--- src/rtl/snake_pkg.sv ---
// Shared encodings and grid point type for the snake motion engine.
package snake_pkg;

  localparam int unsigned X_W = 6;
  localparam int unsigned Y_W = 5;

  localparam logic [3:0] ST_START = 4'b0001;
  localparam logic [3:0] ST_SPEED = 4'b0010;
  localparam logic [3:0] ST_PLAY  = 4'b0100;
  localparam logic [3:0] ST_END   = 4'b1000;

  localparam logic [3:0] DIR_RIGHT = 4'b0001;
  localparam logic [3:0] DIR_LEFT  = 4'b0010;
  localparam logic [3:0] DIR_DOWN  = 4'b0100;
  localparam logic [3:0] DIR_UP    = 4'b1000;

  typedef struct packed {
    logic [X_W-1:0] x;
    logic [Y_W-1:0] y;
  } point_t;

endpackage

--- src/rtl/snake_step_timer.sv ---
// Step-rate divider: emits a one-cycle step pulse every STEP_SLOW or STEP_FAST enabled cycles.
module snake_step_timer #(
  parameter int unsigned STEP_SLOW = 25_000_000,
  parameter int unsigned STEP_FAST = 12_500_000
) (
  input  logic clk,
  input  logic rst_n,
  input  logic enable,
  input  logic clear,
  input  logic speed_m,
  output logic step
);

  localparam int unsigned MaxPeriod = (STEP_SLOW > STEP_FAST) ? STEP_SLOW : STEP_FAST;
  localparam int unsigned CntW      = (MaxPeriod > 2) ? $clog2(MaxPeriod) : 1;
  localparam logic [CntW-1:0] SlowLast = CntW'(STEP_SLOW - 1);
  localparam logic [CntW-1:0] FastLast = CntW'(STEP_FAST - 1);

  logic [CntW-1:0] cnt_q, cnt_d;

  always_comb begin
    // >= so a slow-to-fast switch past the fast limit still fires instead of wrapping
    step  = enable && (cnt_q >= (speed_m ? SlowLast : FastLast));
    cnt_d = cnt_q;
    if (clear || step) begin
      cnt_d = '0;
    end else if (enable) begin
      cnt_d = cnt_q + CntW'(1);
    end
  end

  always_ff @(posedge clk or negedge rst_n) begin
    if (!rst_n) begin
      cnt_q <= '0;
    end else begin
      cnt_q <= cnt_d;
    end
  end

endmodule

--- src/rtl/snake_motion_engine.sv ---
// Snake segment shift register with wall/self collision, apple growth and a registered
// per-cell head/body query for the renderer.
module snake_motion_engine
  import snake_pkg::*;
#(
  parameter int unsigned GRID_W    = 40,
  parameter int unsigned GRID_H    = 30,
  parameter int unsigned MAX_LEN   = 16,
  parameter int unsigned INIT_LEN  = 3,
  parameter int unsigned START_X   = 10,
  parameter int unsigned START_Y   = 15,
  parameter int unsigned STEP_SLOW = 25_000_000,
  parameter int unsigned STEP_FAST = 12_500_000
) (
  input  logic           clk,
  input  logic           rst_n,
  input  logic [3:0]     state_m,
  input  logic [3:0]     move_d,
  input  logic           speed_m,
  input  logic [X_W-1:0] apple_x,
  input  logic [Y_W-1:0] apple_y,
  input  logic           apple_valid,
  input  logic [X_W-1:0] pix_x,
  input  logic [Y_W-1:0] pix_y,
  output logic           game_over,
  output logic           apple_eaten,
  output logic [X_W-1:0] head_x,
  output logic [Y_W-1:0] head_y,
  output logic [4:0]     length,
  output logic           is_head,
  output logic           is_body
);

  localparam logic [4:0] InitLen = 5'(INIT_LEN);
  localparam logic [4:0] MaxLen  = 5'(MAX_LEN);

  // Unused slots past the initial length may hold wrapped columns; they are never live.
  function automatic point_t init_seg(int i);
    point_t p;
    p.x = X_W'(START_X - i);
    p.y = Y_W'(START_Y);
    return p;
  endfunction

  point_t     seg_q [MAX_LEN];
  point_t     seg_d [MAX_LEN];
  logic [4:0] len_q, len_d;
  logic       go_q, go_d, eaten_q, eaten_d;
  logic       is_head_q, is_head_d, is_body_q, is_body_d;

  logic   st_start, st_speed, st_play, step;
  logic   move_ok, wall, grow, self_hit;
  point_t head, nxt, apple, pix;

  assign st_start = (state_m == ST_START);
  assign st_speed = (state_m == ST_SPEED);
  assign st_play  = (state_m == ST_PLAY);
  assign apple    = {apple_x, apple_y};
  assign pix      = {pix_x, pix_y};

  snake_step_timer #(
    .STEP_SLOW(STEP_SLOW),
    .STEP_FAST(STEP_FAST)
  ) u_step_timer (
    .clk    (clk),
    .rst_n  (rst_n),
    .enable (st_play && !go_q),
    .clear  (st_start || st_speed),
    .speed_m(speed_m),
    .step   (step)
  );

  always_comb begin
    head    = seg_q[0];
    nxt     = head;
    move_ok = 1'b1;
    wall    = 1'b0;
    case (move_d)
      DIR_RIGHT: if (head.x == X_W'(GRID_W - 1)) wall = 1'b1; else nxt.x = head.x + X_W'(1);
      DIR_LEFT:  if (head.x == '0)               wall = 1'b1; else nxt.x = head.x - X_W'(1);
      DIR_DOWN:  if (head.y == Y_W'(GRID_H - 1)) wall = 1'b1; else nxt.y = head.y + Y_W'(1);
      DIR_UP:    if (head.y == '0)               wall = 1'b1; else nxt.y = head.y - Y_W'(1);
      default:   move_ok = 1'b0;
    endcase
    grow = apple_valid && (nxt == apple);
    // The tail only counts as an obstacle when growth keeps it in place
    self_hit = 1'b0;
    for (int i = 1; i < int'(MAX_LEN); i++) begin
      if ((seg_q[i] == nxt) && (i < int'(len_q) - (grow ? 0 : 1))) self_hit = 1'b1;
    end
  end

  always_comb begin
    seg_d   = seg_q;
    len_d   = len_q;
    go_d    = go_q;
    eaten_d = 1'b0;
    if (st_start) begin
      for (int i = 0; i < int'(MAX_LEN); i++) seg_d[i] = init_seg(i);
      len_d = InitLen;
      go_d  = 1'b0;
    end else if (step && move_ok) begin
      if (wall || self_hit) begin
        go_d = 1'b1;
      end else begin
        seg_d[0] = nxt;
        for (int i = 1; i < int'(MAX_LEN); i++) seg_d[i] = seg_q[i-1];
        if (grow && (len_q < MaxLen)) len_d = len_q + 5'd1;
        eaten_d = grow;
      end
    end
    is_head_d = (pix == seg_q[0]);
    is_body_d = 1'b0;
    for (int i = 1; i < int'(MAX_LEN); i++) begin
      if ((i < int'(len_q)) && (seg_q[i] == pix)) is_body_d = 1'b1;
    end
  end

  always_ff @(posedge clk or negedge rst_n) begin
    if (!rst_n) begin
      for (int i = 0; i < int'(MAX_LEN); i++) seg_q[i] <= init_seg(i);
      len_q     <= InitLen;
      go_q      <= 1'b0;
      eaten_q   <= 1'b0;
      is_head_q <= 1'b0;
      is_body_q <= 1'b0;
    end else begin
      seg_q     <= seg_d;
      len_q     <= len_d;
      go_q      <= go_d;
      eaten_q   <= eaten_d;
      is_head_q <= is_head_d;
      is_body_q <= is_body_d;
    end
  end

  assign game_over   = go_q;
  assign apple_eaten = eaten_q;
  assign head_x      = seg_q[0].x;
  assign head_y      = seg_q[0].y;
  assign length      = len_q;
  assign is_head     = is_head_q;
  assign is_body     = is_body_q;

endmodule

--- config.mk ---
export PLATFORM = sky130hd
export DESIGN_NAME = snake_motion_engine
export DESIGN_NICKNAME = d
export VERILOG_FILES = /design/src/rtl/snake_pkg.sv /design/src/rtl/snake_step_timer.sv /design/src/rtl/snake_motion_engine.sv
export SDC_FILE = /design/constraint.sdc
export NUM_CORES = 1
export LEC_CHECK = 0
export ABC_CLOCK_PERIOD_IN_PS = 7750
export BUFFER_PORTS_ARGS = -buffer_cell sky130_fd_sc_hd__buf_2
export CAP_MARGIN = 20
export CORE_AREA = 2 2 184 186
export CTS_CLUSTER_DIAMETER = 80
export DETAILED_ROUTE_END_ITERATION = 12
export DIE_AREA = 0 0 186 188
export PLACE_DENSITY_LB_ADDON = 0.3
export SLEW_MARGIN = 20
export SYNTH_ARGS = -nofsm -noshare
export SYNTH_HDL_FRONTEND = slang
export SYNTH_SLANG_ARGS = --single-unit
--- constraint.sdc ---
create_clock -name clk -period 7.75 [get_ports clk]
set_input_delay 0 -clock clk [delete_from_list [all_inputs] [get_ports clk]]
set_output_delay 0 -clock clk [all_outputs]
set_load 0.01 [all_outputs]
* Word-level counts from Yosys, hierarchy flattened
Index checks and enable logic that the tools add are counted.
Storage, ports and cells: output and inout port bits 20, bits in registers 210, logic and storage cells 227
Cells by class: reductions and logical operators 49, mux-type cells 59, equality and inequality tests 42, $lt $le $gt $ge 32, add/sub/neg operators 7
Operators by type and width (number):
- 176-bit two-way mux | 3
- 11-bit equality test | 32
- 25-bit two-way mux | 3
- 5-bit by 6-bit < comparator with 1-bit output, first input constant | 8
- 1-bit two-way mux | 42
- 4-bit by 5-bit < comparator with 1-bit output, first input constant | 8
- 1-bit logical AND | 35
- 5-bit two-way mux | 6
- 25-bit by 1-bit adder with 25-bit output, second input constant | 1
- 25-bit greater-or-equal comparator | 1
- 4-bit by 6-bit < comparator with 1-bit output, first input constant | 4
- 3-bit by 5-bit < comparator with 1-bit output, first input constant | 4
- 3-bit by 6-bit < comparator with 1-bit output, first input constant | 2
- 6-bit two-way mux | 2
- 6-bit case mux with 2 select lines | 1
- 5-bit by 1-bit adder with 5-bit output, second input constant | 2
- 2-bit by 5-bit < comparator with 1-bit output, first input constant | 2
- 5-bit case mux with 2 select lines | 1
- 4-bit by 1-bit equality test with 1-bit output, second input constant | 2
- 4-bit by 2-bit equality test with 1-bit output, second input constant | 2
- 4-bit by 3-bit equality test with 1-bit output, second input constant | 2
- 2-bit nonzero test | 4
- 6-bit by 1-bit adder with 6-bit output, second input constant | 1
- 6-bit equality test, second input constant | 1
- other kinds (17) | 20

* Longest topological paths before layout
Gate-level depths: netlist of run 1.
depth in word-level cells 28, mapped depth 30, depth with buffers taken out 23

* Cells and area by module
A second synthesis of run 1 with hierarchy kept.
Unflattened totals: cell total of the unflattened synthesis 1664, area total of the unflattened synthesis 15621.2 µm²
By module, submodules not included:
- snake_motion_engine | times used 1, cells each 1496, area each 13989.7 µm²
- snake_step_timer | times used 1, cells each 168, area each 1631.6 µm²

* Worst setup path before layout of run 1
OpenSTA, ideal clock, no wires.
kind flip-flop to flip-flop, start point register seg_q, in the netlist head_x[0], end point register seg_q, in the netlist head_x[4], library setup time 0.134 ns, cell stages (with the launch flop) 28, setup slack 1.615 ns, data arrival time 6.001 ns, buffers on the path 5, path through dfrtp_1 > clkbuf_1 > clkinv_1 > ha_1 > or3b_2 > nand3_1 > a21boi_0 > o21ai_1 > xor2_1 > nor4_1 > nand3_1 > ha_1 > ha_1 > clkbuf_1 > nor2b_1 > and4b_1 > a211oi_1 > o2111ai_1 > a2111oi_0 > and4b_1 > o2111a_1 > a2111oi_2 > and4_1 > buf_6 > buf_4 > buf_2 > nand3_1 > o31ai_1
On the way: cells in the longest elaborated chain, start to end 27, elaborated cells on any way between the ends 80, those cells by class add/sub: 3; order compare: 15; eq/ne: 18; mux: 25; reduce/logical: 19
RTL lines:
- from (decl) | RTL line snake_motion_engine.sv:45 | point_t seg_q [MAX_LEN];
- from (signal assigned) | RTL line snake_motion_engine.sv:128 | seg_q <= seg_d;
- 6-bit by 1-bit subtractor with 6-bit output (tied with other cells) | RTL line snake_motion_engine.sv:80 | DIR_LEFT: if (head.x == '0) wall = 1'b1; else nxt.x = head.x - X_W'(1);
- 6-bit two-way mux (on tied branches) | RTL line snake_motion_engine.sv:80, snake_motion_engine.sv:79
- 6-bit case mux with 2 select lines | RTL line snake_motion_engine.sv:78 | case (move_d)
- 11-bit equality test | RTL line snake_motion_engine.sv:85 | grow = apple_valid && (nxt == apple);
- 1-bit logical AND | RTL line snake_motion_engine.sv:85
- 1-bit two-way mux | RTL line snake_motion_engine.sv:89 | if ((seg_q[i] == nxt) && (i < int'(len_q) - (grow ? 0 : 1))) self_hit = 1'b1;
- 5-bit by 1-bit subtractor with 6-bit output | RTL line snake_motion_engine.sv:89
- 2-bit by 6-bit < comparator with 1-bit output | RTL line snake_motion_engine.sv:89
- 1-bit logical AND | RTL line snake_motion_engine.sv:89
- 1-bit two-way mux (15 in a row) | RTL line snake_motion_engine.sv:89
- 1-bit logical OR | RTL line snake_motion_engine.sv:103 | if (wall || self_hit) begin
- 2-bit != test (no source line)
- 2-bit AND reduction (no source line)
Several ways; a longest one is shown, not always the timed one. The select of a mux whose other input is x is not followed. A chain may end at the register's enable or synchronous reset.

* Final worst setup path of run 1
start point register seg_q, in the netlist head_x[1], end point register seg_q[134] in the netlist's numbering
On the way: cells in the longest elaborated chain, start to end 27, elaborated cells on any way between the ends 77, those cells by class add/sub: 3; order compare: 15; eq/ne: 18; mux: 22; reduce/logical: 19
RTL lines (RTL line):
- 6-bit by 1-bit subtractor with 6-bit output (tied with other cells) | snake_motion_engine.sv:80
- 6-bit two-way mux (on tied branches) | snake_motion_engine.sv:80, snake_motion_engine.sv:79
- 6-bit case mux with 2 select lines | snake_motion_engine.sv:78
- 11-bit equality test | snake_motion_engine.sv:85
- 1-bit logical AND | snake_motion_engine.sv:85
- 1-bit two-way mux | snake_motion_engine.sv:89
- 5-bit by 1-bit subtractor with 6-bit output | snake_motion_engine.sv:89
- 2-bit by 6-bit < comparator with 1-bit output | snake_motion_engine.sv:89
- 1-bit logical AND | snake_motion_engine.sv:89
- 1-bit two-way mux (15 in a row) | snake_motion_engine.sv:89
- 1-bit logical OR (*) | snake_motion_engine.sv:103
- 2-bit != test (no source line) (*)
- 2-bit AND reduction (no source line) (*)
Every way passes the cells marked *; elsewhere a longest branch is shown, timed or not.

==> results of run 1 <==
[final timing paths]
path | depth (start not counted) | from | end | slack, ps
hold / removal | 6 | state_m[0] | u_step_timer.cnt_q[2]$_DFFE_PN0P_ | 40
setup / recovery | 22 | head_x[1]$_DFFE_PN1P_ | seg_q[134]$_DFFE_PN1P_ | 300
setup reg to reg | 22 | head_x[1]$_DFFE_PN1P_ | seg_q[134]$_DFFE_PN1P_ | 300
max in group asynchronous | 4 | rst_n | seg_q[82]$_DFFE_PN0P_ | 5990
hold reg to reg | 2 | game_over$_DFFE_PN0P_ | game_over$_DFFE_PN0P_ | 520
min in group asynchronous | 3 | rst_n | seg_q[108]$_DFFE_PN0P_ | 470
[registers in the layout (all words and copies together) (netlist names)]
name and flops:
game_over 1, apple_eaten 1, is_body 1, head_x 6
head_y 5, u_step_timer.cnt_q 25, seg_q 165, is_head 1
length 5
[report_power, final]
part           total, mW  leakage (nW)  switching [mW]  internal, mW
Combinational      0.425          4.07           0.271         0.154
Clock               1.38         0.470           0.531         0.848
Sequential          1.21          2.56          0.0665          1.14
[cell usage in the layout, fill, tap and decap left out, drive strengths merged, types with 6 or more instances in the layout]
cell,n
o2111ai,16
or3,28
o21ai,78
clkbuf,38
a21oi,88
nor2b,13
o31ai,43
nor4,39
dfstp,108
and3,11
xnor2,187
nand2,93
o22ai,9
inv,92
mux2i,33
o31a,17
nor2,119
o211ai,21
dfrtp,102
dlygate4sd3,9
nand3,107
xor2,123
and4,6
or4,9
a31oi,53
o221ai,7
a2111oi,19
buf,111
a22oi,6
a221oi,10
a22o,7
nand4,46
nand2b,10
clkinv,6
ha,19
or4b,6
a211oi,21
and2,6
nor3,104
[stage by stage]
step                      utilization (%)  hold slack (ps)
after floorplan                         -             -296
after global placement               50.7            -16.8
after detailed placement             50.7            -16.7
after CTS                            54.0             30.6
after global routing                 54.0             96.6
final                                54.0             42.9
[routing by layer]
layer / vias up / part of all wire, % / GRT usage [%]
li1: 6797 / - / -
met1: 7945 / 38 / 54.4
met2: 1349 / 40 / 55.9
met3: 371 / 15 / 17.6
met4: 0 / 7.0 / 22.2
met5: - / 0 / 0
[worst min-delay path: stages]
cell and delay [ps]:
buf_2 120, o22a_1 170, nor2_1 80, nand2_1 80, xor2_1 60, nor2_1 80
[layout make-up]
type                       instances  area, sq um  share of cell area (%)
inverter                          93          350                    1.96
tap                              448          561                    3.13
clock inverter                    10          206                    1.15
multi-input combinational       1425         9740                    54.5
sequential                       210         5390                    30.1
clock buffer                      38          757                    4.23
timing repair buffer             120          876                    4.90
[cell families after synthesis]
family	synth area share, %
simple gates	19.9
flops	33.2
fa+ha+maj	1.46
buf+inv	7.18
mux	2.38
xor+xnor	17.3
compound gates	18.6
[repair_timing]
action | CTS | global route
hold buffers | 10 | 0
setup endpoints to repair | 0 | 170
endpoints found under the hold margin | 74 | 0
resized for setup | 0 | 1
==> impl_results.md, run 1 <==
* Final clock skew at 39.8 ps
* Total grt overflow at 0
* Critical Path Slowest Stage Cell: dfstp_2
* Clk Latency, worst-skew pair at 590 ps
* Detailed placer's ending HPWL at roughly 47000 um
* Worst-Margin Slew at roughly 1200 ps
* Syn Inst Count at approximately 1900
* Outcome: completed
* First-pass GRT wire length at about 110000 um
* Critical Path AT at around 8000 ps
* Starting DRT DRC Count at between 2000 and 3000
* HP Class: primary input to register
* Routed length per instance at about 30 um
* Root Driver: clkbuf_16
* Crit. End Element: register
* Vias in the first global route at ~16000
* Pins Over Slew Limit at 0
* Setup CP Type: register to register
* YS warnings at 0
* Synth top area cells: dfstp_2 (17%), dfrtp_1 (16%), xnor2_1 (10%)
* Ys async rst share at 100%
* Die Width at approximately 190 um
* WP buf/inv at 1
* Final Hold Vio Count at 0
* Ant diodes at 0
* Dpl ws at 237 ps
* Avg Vias per Cell at 7.02
* Max Cap Violations at 0
* Top FF cell, synth: dfstp_2
* Gpl congestion at between 1 and 1.5
* Area growth syn-to-layout at 10.1%
* Post-synth top area share at 17.5%
* Remaining antenna violation count at 0
* NumNets Final at 1929
* Inst Count DP at between 2000 and 2500
* Port bufs at 53
* Count leader, synth: xnor2_1
* Die Footprint at approximately 35000 sq um
* Post-CTS Setup Inserts at 0
* Tot Pwr at about 3 mW
* Worst path required time at 8260 ps
* CTS tree: done
* Cell taking the most area after synthesis: dfstp_2
* Syn Area/Cell at roughly 8.5 sq um
* Fill cells at slightly above 3000
* Gr usage total at 41.1%
* Largest net degree at the start of global routing at 80
* RSZ-0062 raised after global routing: no
* Post-synth top cells: xnor2_1 (186), xor2_1 (123), nor2_1 (115)
* Top Family by Delay on Critical Path: simple AND/OR/NAND/NOR gates
* Core Area at 33100 sq um
* Pwr/cell area at 169 nW/um^2
* First-pass detailed-route iteration total at 8
* Initial antenna violation count at 0
* P_leak at between 7 and 8 nW
* Starting density of the core at approximately half
* Placed inst area at between 15000 and 20000 sq um
* Layout cell share with drive strength beyond 1 at 16.1%
* Clk buf depth at 3
* Number of flops mapped to enable cells by yosys at 0
* Post-Syn Nets at approximately 2000
* Final setup vio count at 0
* FMAX at 134 MHz
* Die Span Y at around 190 um
* CP startpoint kind: register
* Slew HR at a little over a fifth
* Vias at around 16000
* Final worst path period share at between 90 and 100%
* Synthesized area at 16200 sq um
* Reg clk slew, reported paths at ~60 ps
* Fin Setup TNS at 0 ps
* Finished Cell Area at between 15000 and 20000 sq um
* Seq/Total Area, Yosys at 33.2%
* Final Critical Period at about 7500 ps
* VDD IR max at roughly 220 uV
* Cell variety after synth at just over 90
* CP Max Fanout at 34
* Drc violations at 0
* Rows at 67
* H-tree levels at 1
* Yosys reg bits at 210
* IO Pins at between 50 and 60
* Post-Layout Cell Count at approximately 2300
* Critical Path, Cell by Cell: ha_1, nand3_1, o31a_1, nor3_2, nor2_4, xor2_1, nor4_1, nand3_1, ha_1, ha_1, nand2b_1, o21ai_0, and2_1, a221oi_1, o21ai_1, or4_1, nor4_1, nor4_1, and4_2, nand2_4, buf_12, mux2i_1
* Routed WL at between 70000 and 80000 um
* Clock sink total at 210
* Post-route setup slack at 297 ps
* TritonCTS Buffers at 26
* CP max stage delay at between 600 and 700 ps
No activity file was read; power rests on OpenSTA's default activity.
==> run 2, diff against run 1 <==
--- a/config.mk
+++ b/config.mk
@@ -5,7 +5,7 @@
 export SDC_FILE = /design/constraint.sdc
 export NUM_CORES = 1
 export LEC_CHECK = 0
-export ABC_CLOCK_PERIOD_IN_PS = 7750
+export ABC_CLOCK_PERIOD_IN_PS = 8700
 export BUFFER_PORTS_ARGS = -buffer_cell sky130_fd_sc_hd__buf_2
 export CAP_MARGIN = 20
 export CORE_AREA = 2 2 184 186
==> constraint.sdc (replaced) <==
create_clock -name clk -period 8.7 [get_ports clk]
set_input_delay 0 -clock clk [delete_from_list [all_inputs] [get_ports clk]]
set_output_delay 0 -clock clk [all_outputs]
set_load 0.01 [all_outputs]
==> run 2 against run 1 <==
  * The run now ends with negative hold slack left
  * Worst setup slack gained 18 ps
  * Sequential share of layout area increased by 0.42 points
  * Via count is 0.83% lower
  * Global-route usage shrank 1.5 points
  * Clock power decreased by 22%
  * Core utilization shrank 0.74 points
  * Die area is the same
  * Count of clock-buffer cells in the layout down 2
  * Register-to-register slack better by 20 ps
  * Wire length down 2.9%
  * Largest power group is now registers
==> impl_results.md, run 2 (synthesis gave the netlist of run 1 again) <==
* Violated checks: negative hold slack
* Vias in the first global route at ~15000
* CP Max Fanout at 47
* HP Class: primary input to asynchronous set/reset pin
* Final clock skew at roughly 14 ps
* Reg power frac at 42.7%
* Remaining antenna violation count at 0
* Pwr/cell area at 143 nW/um^2
* Max Cap Violations at 0
* Initial antenna violation count at 2
* TritonCTS Buffers at 25
* Total grt overflow at 0
* First-pass detailed-route iteration total at 6
* Critical Path AT at ~8900 ps
* Final Hold Vio Count at 7
* Slew HR at 22.6%
* H-tree levels at 1
* Largest net degree at the start of global routing at 96
* Final worst path period share at 96.4%
* Final Critical Period at roughly 8400 ps
* Critical Path Slowest Stage Cell: or3b_2
* WP buf/inv at 3
* Die Width at 186 um
* CP max stage delay at 600 ps
* Fin Setup TNS at 0 ps
* RSZ-0062 raised after global routing: no
* Final setup vio count at 0
* Layout cell share with drive strength beyond 1 at 15.6%
* First-pass GRT wire length at 102000 um
* CTS tree: done
* Sw Share at around 30%
* Clk Latency, worst-skew pair at roughly 570 ps
* Fill cells at 3133
* Routed WL at just under 70000 um
* Max reg flops at between 150 and 200
* NumNets Final at ~1900
* Critical Path, Cell by Cell: clkinv_1, ha_1, or3b_2, nand3_1, buf_4, a21boi_1, o21ai_1, xor2_1, nor4_1, nand3_1, ha_1, ha_1, nand2b_1, o21ai_0, and2_1, a221oi_1, o21ai_1, or4_1, nor4_1, nor4_1, and4_2, nand2_4, buf_12, mux2i_1
* Most common cell after layout, fill and taps aside: xnor2_1
* Most flop-heavy register: seg_q
* Setup CP Type: register to register
* Rows at 67
* Die Span Y at approximately 190 um
* Dpl ws at just over 300 ps
* Net Sw Power at about 750 uW
* Die Footprint at 35000 sq um
* Clk pwr share at ~43%
* VDD IR max at between 100 and 150 uV
* Starting DRT DRC Count at just over 3000
* Starting density of the core at roughly half
* Clk buf depth at 3
* Worst-Margin Slew at between 1000 and 1500 ps
* Outcome: finished with violations
* P_leak at 6.98 nW
* Drc violations at 0
* Area growth syn-to-layout at 8.55%
* Flop-to-flop setup slack at approximately 310 ps
* Top Family by Delay on Critical Path: simple AND/OR/NAND/NOR gates
* Clock sink total at 210
* Avg Vias per Cell at 6.99
* Gr usage total at 39.5%
* CP startpoint kind: register
* Pins Over Slew Limit at 0
* Port bufs at 53
* FMAX at approximately 120 MHz
* Reg clk slew, reported paths at around 60 ps
* Core Area at between 30000 and 40000 sq um
* Hold slack at -27.0 ps
* Routed length per instance at a little under 30 um
* Root Driver: clkbuf_16
* Vias at ~16000
* Commonest non-fill, non-tap cells in the layout: xnor2_1 (186), xor2_1 (123), nor2_1 (115)
* Comb power frac at 14.5%
* Gpl congestion at ~1.1
* IO Pins at 54
* Worst path required time at between 9000 and 10000 ps
* Cell Int Power at 1.78 mW
* Crit. End Element: register
* Detailed placer's ending HPWL at approximately 46000 um
* Post-route setup slack at 315 ps
run 2: cell count changes in the layout (fill, tap and decap cells not counted), sizes merged, moves of 2 or more:
cell and change:
clkbuf -2, bufinv -3, buf -9, diode +2
run 2: through the flow:
step           utilization [%]  power (mW)  instances  cell area (sq um)
2_1_floorplan                -        1.30       1901              16200
3_3_place_gp              50.5        1.43       2278              16700
3_5_place_dp              50.5        1.44       2278              16700
4_1_cts                   53.2        2.51       2332              17600
5_1_grt                   53.2        2.59       2333              17600
6_report                  53.3        2.53       2335              17600
run 2: area by class of cell:
type,count,area [sq um],share of cell area [%]
antenna,2,5.00,0.0284
clock buffer,36,707,4.01
clock inverter,10,114,0.646
inverter,93,350,1.99
multi-input combinational,1426,9750,55.3
sequential,210,5390,30.6
tap,448,561,3.18
timing repair buffer,110,761,4.31
run 2: worst paths after layout:
| path | cells past startpoint | endpoint | startpoint |
|---|---|---|---|
| worst max register to register | 24 | seg_q[159]$_DFFE_PN1P_ | head_x[0]$_DFFE_PN0P_ |
| min in group clk | 4 | u_step_timer.cnt_q[4]$_DFFE_PN0P_ | state_m[2] |
| worst min register to register | 2 | seg_q[34]$_DFFE_PN1P_ | seg_q[45]$_DFFE_PN1P_ |
| worst min-delay path | 2 | u_step_timer.cnt_q[7]$_DFFE_PN0P_ | rst_n |
| max in group asynchronous | 3 | seg_q[126]$_DFFE_PN0P_ | rst_n |
| worst max-delay path | 24 | seg_q[159]$_DFFE_PN1P_ | head_x[0]$_DFFE_PN0P_ |
run 2: power groups by stage:
stage | combinational, mW | clock, mW | sequential (mW)
detailed placement | 0.348 | 0 | 1.09
global placement | 0.344 | 0 | 1.09
CTS | 0.354 | 1.09 | 1.07
finish | 0.367 | 1.08 | 1.08
global route | 0.386 | 1.13 | 1.08
floorplan | 0.236 | 0 | 1.06
run 2: timing repair:
action | 4_1_cts | 5_1_grt
hold buffers | 8 | 0
setup endpoints to repair | 0 | 150
gates resized for setup | 0 | 2
endpoints found under the hold margin | 73 | 0
setup buffers | 0 | 0
run 2: metal layers:
metal  global-route usage [%]  share of wire, %  vias up  routed length [um]
met2                     54.8                41     1350               28200
li1                         -                 -     6762                   -
met4                     18.9               5.9        2                4130
met5                        0             0.016        -                  11
met3                     13.2                14      299                9990
met1                     54.9                39     7913               27000
